[src/rtl/sevseg_pkg.sv]
// Shared definitions for the seven-segment display driver: segment bit layout
// and the active-high hex glyph table.
package sevseg_pkg;

    localparam int SEG_W = 7;

    typedef enum int {
        SEG_A = 0,
        SEG_B = 1,
        SEG_C = 2,
        SEG_D = 3,
        SEG_E = 4,
        SEG_F = 5,
        SEG_G = 6
    } segBit_e;

    typedef logic [SEG_W-1:0] segments_t;

    // Bit order {g,f,e,d,c,b,a}; a bit set means the segment is lit.
    localparam segments_t GLYPH_TABLE [16] = '{
        7'h3F, 7'h06, 7'h5B, 7'h4F,
        7'h66, 7'h6D, 7'h7D, 7'h07,
        7'h7F, 7'h67, 7'h77, 7'h7C,
        7'h39, 7'h5E, 7'h79, 7'h71
    };

    function automatic segments_t glyphOf(input logic [3:0] nibble);
        return GLYPH_TABLE[nibble];
    endfunction

endpackage

[src/rtl/sevseg_glyph.sv]
// Combinational hex nibble to active-high seven-segment pattern.
module sevseg_glyph
    import sevseg_pkg::*;
(
    input  logic [3:0]       i_nibble,
    output logic [SEG_W-1:0] o_segments
);

    assign o_segments = glyphOf(i_nibble);

endmodule

[src/rtl/sevseg_scan_driver.sv]
// Multiplexed N-digit seven-segment scan driver with leading-zero blanking,
// per-digit decimal points and value updates committed only at frame boundaries.
module sevseg_scan_driver
    import sevseg_pkg::*;
#(
    parameter int NUM_DIGITS     = 4,
    parameter int SCAN_DIV       = 50000,
    parameter int SEG_ACTIVE_LOW = 1,
    parameter int DIG_ACTIVE_LOW = 1,
    parameter int LZ_BLANK       = 1
) (
    input  logic                    i_clk,
    input  logic                    i_rst,
    input  logic                    i_load,
    input  logic [4*NUM_DIGITS-1:0] i_value,
    input  logic [NUM_DIGITS-1:0]   i_dp_in,
    output logic [SEG_W-1:0]        o_seg,
    output logic                    o_dp,
    output logic [NUM_DIGITS-1:0]   o_dig_en,
    output logic                    o_frame_done
);

    localparam int PRESC_W = (SCAN_DIV > 1) ? $clog2(SCAN_DIV) : 1;
    localparam int IDX_W   = (NUM_DIGITS > 1) ? $clog2(NUM_DIGITS) : 1;

    localparam logic                 SEG_INV    = (SEG_ACTIVE_LOW != 0);
    localparam logic                 DIG_INV    = (DIG_ACTIVE_LOW != 0);
    localparam logic [PRESC_W-1:0]   PRESC_LAST = PRESC_W'(SCAN_DIV - 1);
    localparam logic [IDX_W-1:0]     IDX_LAST   = IDX_W'(NUM_DIGITS - 1);
    localparam logic [SEG_W-1:0]     SEG_OFF    = {SEG_W{SEG_INV}};
    localparam logic [NUM_DIGITS-1:0] DIG_OFF   = {NUM_DIGITS{DIG_INV}};

    logic [PRESC_W-1:0]      r_prescaler;
    logic [IDX_W-1:0]        r_digitIdx;
    logic [4*NUM_DIGITS-1:0] r_shadowValue;
    logic [NUM_DIGITS-1:0]   r_shadowDp;
    logic [4*NUM_DIGITS-1:0] r_dispValue;
    logic [NUM_DIGITS-1:0]   r_dispDp;
    logic                    r_pending;
    logic                    r_wrapped;
    logic [SEG_W-1:0]        r_seg;
    logic                    r_dp;
    logic [NUM_DIGITS-1:0]   r_digEn;
    logic                    r_frameDone;

    logic                    w_digitLast;
    logic                    w_frameEnd;
    logic [3:0]              w_curNibble;
    logic                    w_curDp;
    logic                    w_curBlank;
    logic                    w_zeroAbove;
    logic [NUM_DIGITS-1:0]   w_digOneHot;
    logic [SEG_W-1:0]        w_glyphSeg;
    logic [SEG_W-1:0]        w_segOn;

    assign w_digitLast = (r_prescaler == PRESC_LAST);
    assign w_frameEnd  = w_digitLast && (r_digitIdx == IDX_LAST);

    always_ff @(posedge i_clk) begin
        if (i_rst) begin
            r_prescaler <= '0;
            r_digitIdx  <= '0;
            r_wrapped   <= 1'b0;
        end else begin
            r_wrapped <= w_frameEnd;
            if (w_digitLast) begin
                r_prescaler <= '0;
                r_digitIdx  <= w_frameEnd ? '0 : r_digitIdx + IDX_W'(1);
            end else begin
                r_prescaler <= r_prescaler + PRESC_W'(1);
            end
        end
    end

    // A load landing on the boundary cycle bypasses the shadow so it is not
    // held back a whole extra frame.
    always_ff @(posedge i_clk) begin
        if (i_rst) begin
            r_shadowValue <= '0;
            r_shadowDp    <= '0;
            r_dispValue   <= '0;
            r_dispDp      <= '0;
            r_pending     <= 1'b0;
        end else if (w_frameEnd) begin
            if (i_load) begin
                r_dispValue <= i_value;
                r_dispDp    <= i_dp_in;
            end else if (r_pending) begin
                r_dispValue <= r_shadowValue;
                r_dispDp    <= r_shadowDp;
            end
            r_pending <= 1'b0;
        end else if (i_load) begin
            r_shadowValue <= i_value;
            r_shadowDp    <= i_dp_in;
            r_pending     <= 1'b1;
        end
    end

    // Walk from the top digit down so each digit knows whether everything
    // above and including it is zero.
    always_comb begin
        w_curNibble = 4'h0;
        w_curDp     = 1'b0;
        w_curBlank  = 1'b0;
        w_digOneHot = '0;
        w_zeroAbove = 1'b1;
        for (int k = NUM_DIGITS - 1; k >= 0; k--) begin
            w_zeroAbove = w_zeroAbove && (r_dispValue[4*k +: 4] == 4'h0);
            if (r_digitIdx == IDX_W'(k)) begin
                w_curNibble    = r_dispValue[4*k +: 4];
                w_curDp        = r_dispDp[k];
                w_curBlank     = (LZ_BLANK != 0) && (k > 0) && w_zeroAbove;
                w_digOneHot[k] = 1'b1;
            end
        end
    end

    sevseg_glyph u_glyph (
        .i_nibble   (w_curNibble),
        .o_segments (w_glyphSeg)
    );

    assign w_segOn = w_curBlank ? '0 : w_glyphSeg;

    always_ff @(posedge i_clk) begin
        if (i_rst) begin
            r_seg       <= SEG_OFF;
            r_dp        <= SEG_INV;
            r_digEn     <= DIG_OFF;
            r_frameDone <= 1'b0;
        end else begin
            r_seg       <= w_segOn ^ SEG_OFF;
            r_dp        <= w_curDp ^ SEG_INV;
            r_digEn     <= w_digOneHot ^ DIG_OFF;
            r_frameDone <= r_wrapped;
        end
    end

    assign o_seg        = r_seg;
    assign o_dp         = r_dp;
    assign o_dig_en     = r_digEn;
    assign o_frame_done = r_frameDone;

endmodule

[config.mk]
export PLATFORM = sky130hd
export DESIGN_NAME = sevseg_scan_driver
export DESIGN_NICKNAME = d
export VERILOG_FILES = /design/src/rtl/sevseg_pkg.sv /design/src/rtl/sevseg_glyph.sv /design/src/rtl/sevseg_scan_driver.sv
export SDC_FILE = /design/constraint.sdc
export NUM_CORES = 1
export LEC_CHECK = 0
export CAP_MARGIN = 5
export CORE_UTILIZATION = 50
export DETAILED_ROUTE_END_ITERATION = 16
export PLACE_DENSITY = 0.82
export SLEW_MARGIN = 20
export SYNTH_ARGS = -nofsm -noshare
export SYNTH_HDL_FRONTEND = slang
export SYNTH_SLANG_ARGS = --single-unit
[constraint.sdc]
create_clock -name i_clk -period 6.7 [get_ports i_clk]
set_input_delay 0.67 -clock i_clk [delete_from_list [all_inputs] [get_ports i_clk]]
set_output_delay 0.67 -clock i_clk [all_outputs]
set_load 0.01 [all_outputs]
# --- Yosys cells after proc, flatten, opt, wreduce, memory -nomap -nowiden ---
# Memory sizes are Yosys's and may differ from the RTL's.
# Index checks and enable logic that the tools add are counted.
classes:
  reduce_logical: 12
  n_addsub: 2
  eq_ne: 4
  mux: 24
  n_bitwise: 5
  order_cmp: 1
op_table:
  columns: ["operator", "count"]
  rows:
  - ["16-bit two-way mux", 2]
  - ["4-bit two-way mux", 6]
  - ["7-bit two-way mux", 3]
  - ["16-bit by 1-bit adder with 16-bit output (second input constant)", 1]
  - ["16-bit equality test (second input constant)", 1]
  - ["4-bit zero test", 3]
  - ["1-bit two-way mux", 12]
  - ["7-bit NOT", 1]
  - ["5-bit greater-or-equal comparator (second input constant)", 1]
  - ["4-bit NOT with 5-bit output", 1]
  - ["2-bit equality test (second input constant)", 2]
  - ["4-bit NOT", 1]
  - ["2-bit AND reduction", 2]
  - ["2-bit OR reduction", 2]
  - ["1-bit logical AND", 3]
  - ["2-bit by 1-bit adder with 2-bit output (second input constant)", 1]
  - ["2-bit by 1-bit equality test with 1-bit output (second input constant)", 1]
  - ["2-bit zero test", 1]
  - ["2-bit two-way mux", 1]
  - ["1-bit NOT", 2]
  - ["2-bit nonzero test", 1]
totals:
  elab_cells: 61
  mem_bits_ro: 112
  in_bits: 23
  mem_count: 1
  register_bits: 73
  out_inout_bits: 13
mem_list:
  columns: ["name", "words", "width", "rd", "rd_ports_with_merged_regs", "write_ports", "line", "text"]
  rows:
  - ["(name not given)", 16, 7, 1, 0, 0, "sevseg_pkg.sv:28", "return GLYPH_TABLE[nibble];"]

# --- Logic depth before layout (Yosys ltp) ---
depth:
  depth_word: 11
  mapped_depth: 11
  ltp_nobuf: 10

# --- Hierarchy ---
# From an unflattened synthesis, not the netlist that was laid out.
unflattened:
  cells_unflattened: 390
  hier_area_um2: 3510.9
modules_own_cells:
  columns: ["module", "cells_per_inst", "n_inst", "area_each_um2"]
  rows:
  - ["sevseg_scan_driver", 349, 1, 3226.8]
  - ["sevseg_glyph", 41, 1, 284.0]

# --- Least setup slack after synthesis ---
# Ideal clock, no wire load.
synth_path:
  path_type: "register -> register"
  start: "reg r_digitIdx[0]"
  end: "reg r_seg[3] (netlist: o_seg[3])"
  setup_time_ns: 0.136
  arrival_time_ns: 2.152
  n_path_buf: 1
  path_slack_ns: 4.411
  path_stages_with_launch: 12
  required_time_ns: 6.564
  period_less_slack_ns: 2.289
  cell_sequence: "dfxtp_1 inv_1 ha_1 buf_2 a21oi_1 o21ai_0 a22oi_1 inv_1 ha_1 a211o_1 o211ai_1 nand2_1"
synth_between:
  elab_chain_cells: 11
synth_rtl:
  columns: ["element", "line", "text"]
  rows:
  - ["start, declared", "sevseg_scan_driver.sv:34", "logic [IDX_W-1:0] r_digitIdx;"]
  - ["start signal, assigned", "sevseg_scan_driver.sv:68", "r_digitIdx <= w_frameEnd ? '0 : r_digitIdx + IDX_W'(1);"]
  - ["2-bit equality test", "sevseg_scan_driver.sv:110", "if (r_digitIdx == IDX_W'(k)) begin"]
  - ["4-bit two-way mux (4 in series)", "sevseg_scan_driver.sv:110", null]
  - ["4-bit NOT with 5-bit output (not written as such)", "sevseg_pkg.sv:28", null]
  - ["memory read 16 x 7 bit", null, null]
  - ["7-bit two-way mux (not written as such) (2 in series)", "sevseg_pkg.sv:28", null]
  - ["7-bit two-way mux *", "sevseg_scan_driver.sv:124", "assign w_segOn = w_curBlank ? '0 : w_glyphSeg;"]
  - ["7-bit NOT (no line) *", null, null]
  - ["end signal, assigned", "sevseg_scan_driver.sv:133", "r_seg <= w_segOn ^ SEG_OFF;"]
  - ["end, declared", "sevseg_scan_driver.sv:41", "logic [SEG_W-1:0] r_seg;"]
# Every way passes the cells marked *; elsewhere a longest branch is shown, timed or not. The select of a mux whose other input is x is not followed.
# A chain may end at the register's enable or synchronous reset.

# --- Final worst setup path ---
# Same ends and word-level chain as after synthesis.

==> out/qor.csv <==
metric,value,unit
status,completed,
portBuffers,35,
grt_pass1_wl,10.80,mm
wire_per_inst,13.65,um
drive_gt1_share,11.49,%
core,6495,um2
peakVddDrop,0.1463,mV
crit_type,reg2reg,
routed_wl,6.279,mm
antenna_found_initial,0,
slew_viol_final,0,
std_cell_rows,29,
whs_endpoint,o_frame_done,
critPathArrivalTime,2.83,ns
leakage,0.001504,uW
rr_startpoint,r_digitIdx[0],
worst-endpoint-required,6.91,ns
place_congestion,0.7755,
rsz0062_at_grt,no,
syn_to_final_growth,15.57,%
numCtsBuffers,9,
synth_cell_types,45,
drt_iter0_markers,154,
synth_seq_cells,73,
crit_path_start,r_digitIdx[0],
timing.setup.tns,0,ns
power.density,212.3,nW/um2
dp.final_hpwl,4.360,mm
syn_nets,387,
diodes,0,
finalPower,840.1,uW
rrSetupSlack,4.08,ns
cts_max_level,3,
syn-cell-area,3423,um2
critPathMaxStageDelay,0.44,ns
cts_tree,yes,
yosysMostFrequentCell,dfxtp_1,
io_pins,36,
slew-limit-headroom,28.12,%
firstDrtPassIters,12,
cp_max_fo,13,
worst_pin_slew,1.078,ns
initial_utilization,52.71,%
postCtsResizedCells,0,
viasPerCell,5.489,
crit_slowest_cell,a22oi_1,
cts_sinks,73,
ys_seq_area_share,42.69,%
fin_skew,0.007100,ns
grt_usage,19.15,%
nets,414,
finalCritPeriodShare,39.04,%
drc_errors,0,
reg2reg_depth,10,
synthArstFlopShare,0,%
overflow,0,
fmax,382.3,MHz
r2r-end,o_seg[3],
netlist_top_cells_count,"73 x dfxtp_1, 65 x nor2_1, 44 x mux2i_1",
synth_flop_cell,dfxtp_1,
cts_hold_buf,0,
clock_tree.buffer_depth,2,
synth-edff-count,0,
ant_nets,0,
cp_cell_sequence,inv_1 > ha_1 > a21oi_1 > o21ai_0 > a22oi_1 > inv_1 > ha_1 > a211o_1 > o211ai_1 > nand2_1,
synthTopCellsByArea,"dfxtp_1 43%, mux2i_1 13%, a211oi_2 7.3%",
die_x,84.75,um
clock-root-buffer,clkbuf_8,
post_cts_buffers,0,
grt_start_max_net_pins,53,
route.vias.total,2525,
hold_depth,1,
synth_largest_area_cell,dfxtp_1,
end_kind,flip-flop,
synth_warnings,0,
finalSetupViolCount,0,
cts.reportedPaths.clkPinSlew,0.07,ns
fin_crit,2.616,ns
synth_top_area_share,42.69,%
avgSynthCellArea,9.698,um2
drv_cap,0,
netlist_instances,353,
dieArea,7182,um2
hold_viol_final,0,
grt_pass1_vias,2473,
die_h,84.75,um
hp-class,reg2reg,
min_from,r_wrapped,
clk_latency,0.35,ns
start_kind,flip-flop,
[registers in the layout (all words and copies together), names as in the netlist]
signal         count
o_dp               1
o_frame_done       1
o_dig_en           4
r_wrapped          1
r_shadowDp         4
r_dispValue       16
r_shadowValue     16
r_pending          1
o_seg              7
r_prescaler       16
r_dispDp           4
r_digitIdx         2
[cells by family (layout without fill, tap and decap cells)]
family / after synthesis / in the layout / synth area share (%)
xor gates and xnor gates: 14 / 14 / 3.582
and+or+nand+nor: 122 / 122 / 17.69
buffers and inverters: 35 / 65 / 4.971
muxes: 44 / 44 / 12.87
DFF: 73 / 73 / 42.69
adders and majority gates: 11 / 11 / 4.020
AOI/OAI and AO/OA: 54 / 54 / 14.18
[final cells by class]
type                    instances  area, um2
multi-input cells             245       1795
fillers                       534       2539
flip-flops and latches         73       1461
clock buffers                  10      137.6
inverters                      12      45.04
well taps                      77      96.34
repair buffers                 39      375.4
clock inverters                 4      45.04
[cells in the final DEF (no fill, tap or decap), types with 2 or more instances in the layout]
cell type	n
and3_1	4
nor2_1	65
a211oi_2	20
a211oi_1	3
clkdlybuf4s50_1	34
clkbuf_8	10
nand2_1	15
o21ai_0	6
ha_1	11
nand2b_1	7
buf_4	4
clkinv_2	3
xnor2_1	7
inv_1	12
a21oi_1	8
dfxtp_1	73
nand3_1	8
o211ai_1	4
o221ai_1	2
mux2i_1	44
nand3b_1	3
nor3_1	5
nand4_1	3
nor3b_1	2
nor4_1	2
xor2_1	7
[metrics by stage]
step | worst slack [ns] | cell area, um2 | hold WS [ns] | utilization (%) | std cells
after detailed placement | 4.080 | 3774 | 0.4498 | 58.10 | 446
after CTS | 4.069 | 3956 | 0.4647 | 60.91 | 460
after global routing | 3.828 | 3956 | 0.4739 | 60.91 | 460
final | 4.084 | 3956 | 0.4593 | 60.91 | 460
after floorplan | 4.411 | 3423 | 0.4138 | - | 353
after global placement | 4.183 | 3774 | 0.4454 | 58.10 | 446
[worst max path at each step]
stage                           to  slack (ns)  cells past startpoint
after CTS                 o_seg[3]        4.07                     10
after floorplan           o_seg[3]        4.41                     11
final                     o_seg[3]        4.08                     10
after detailed placement  o_seg[3]        4.08                     10
after global placement    o_seg[3]        4.18                     10
after global routing      o_seg[3]        3.83                     10
[report_power, final]
| group | internal, uW | total [uW] | switching, uW |
|---|---|---|---|
| combinational | 31.5 | 62.1 | 30.6 |
| clock | 176 | 327 | 151 |
| sequential | 445 | 451 | 5.69 |
[critical path: cells and delay by family, from the launching register on]
family                     cells  cell delay [ns]
DFF                            1             0.42
and+or+nand+nor                1             0.07
buffers and inverters          2             0.23
adders and majority gates      2             0.70
AOI/OAI and AO/OA              5             1.05
[per-layer routing]
| metal | GRT usage (%) | routed length (um) | share of wire [%] | vias to the layer above |
|---|---|---|---|---|
| met3 | 6.588 | 262 | 4.2 | 6 |
| li1 | - | - | - | 1280 |
| met4 | 6.163 | 78 | 1.2 | 0 |
| met2 | 34.22 | 3232 | 51 | 59 |
| met5 | 0 | 0 | 0 | - |
| met1 | 21.34 | 2705 | 43 | 1180 |
No activity file was read; power rests on OpenSTA's default activity.
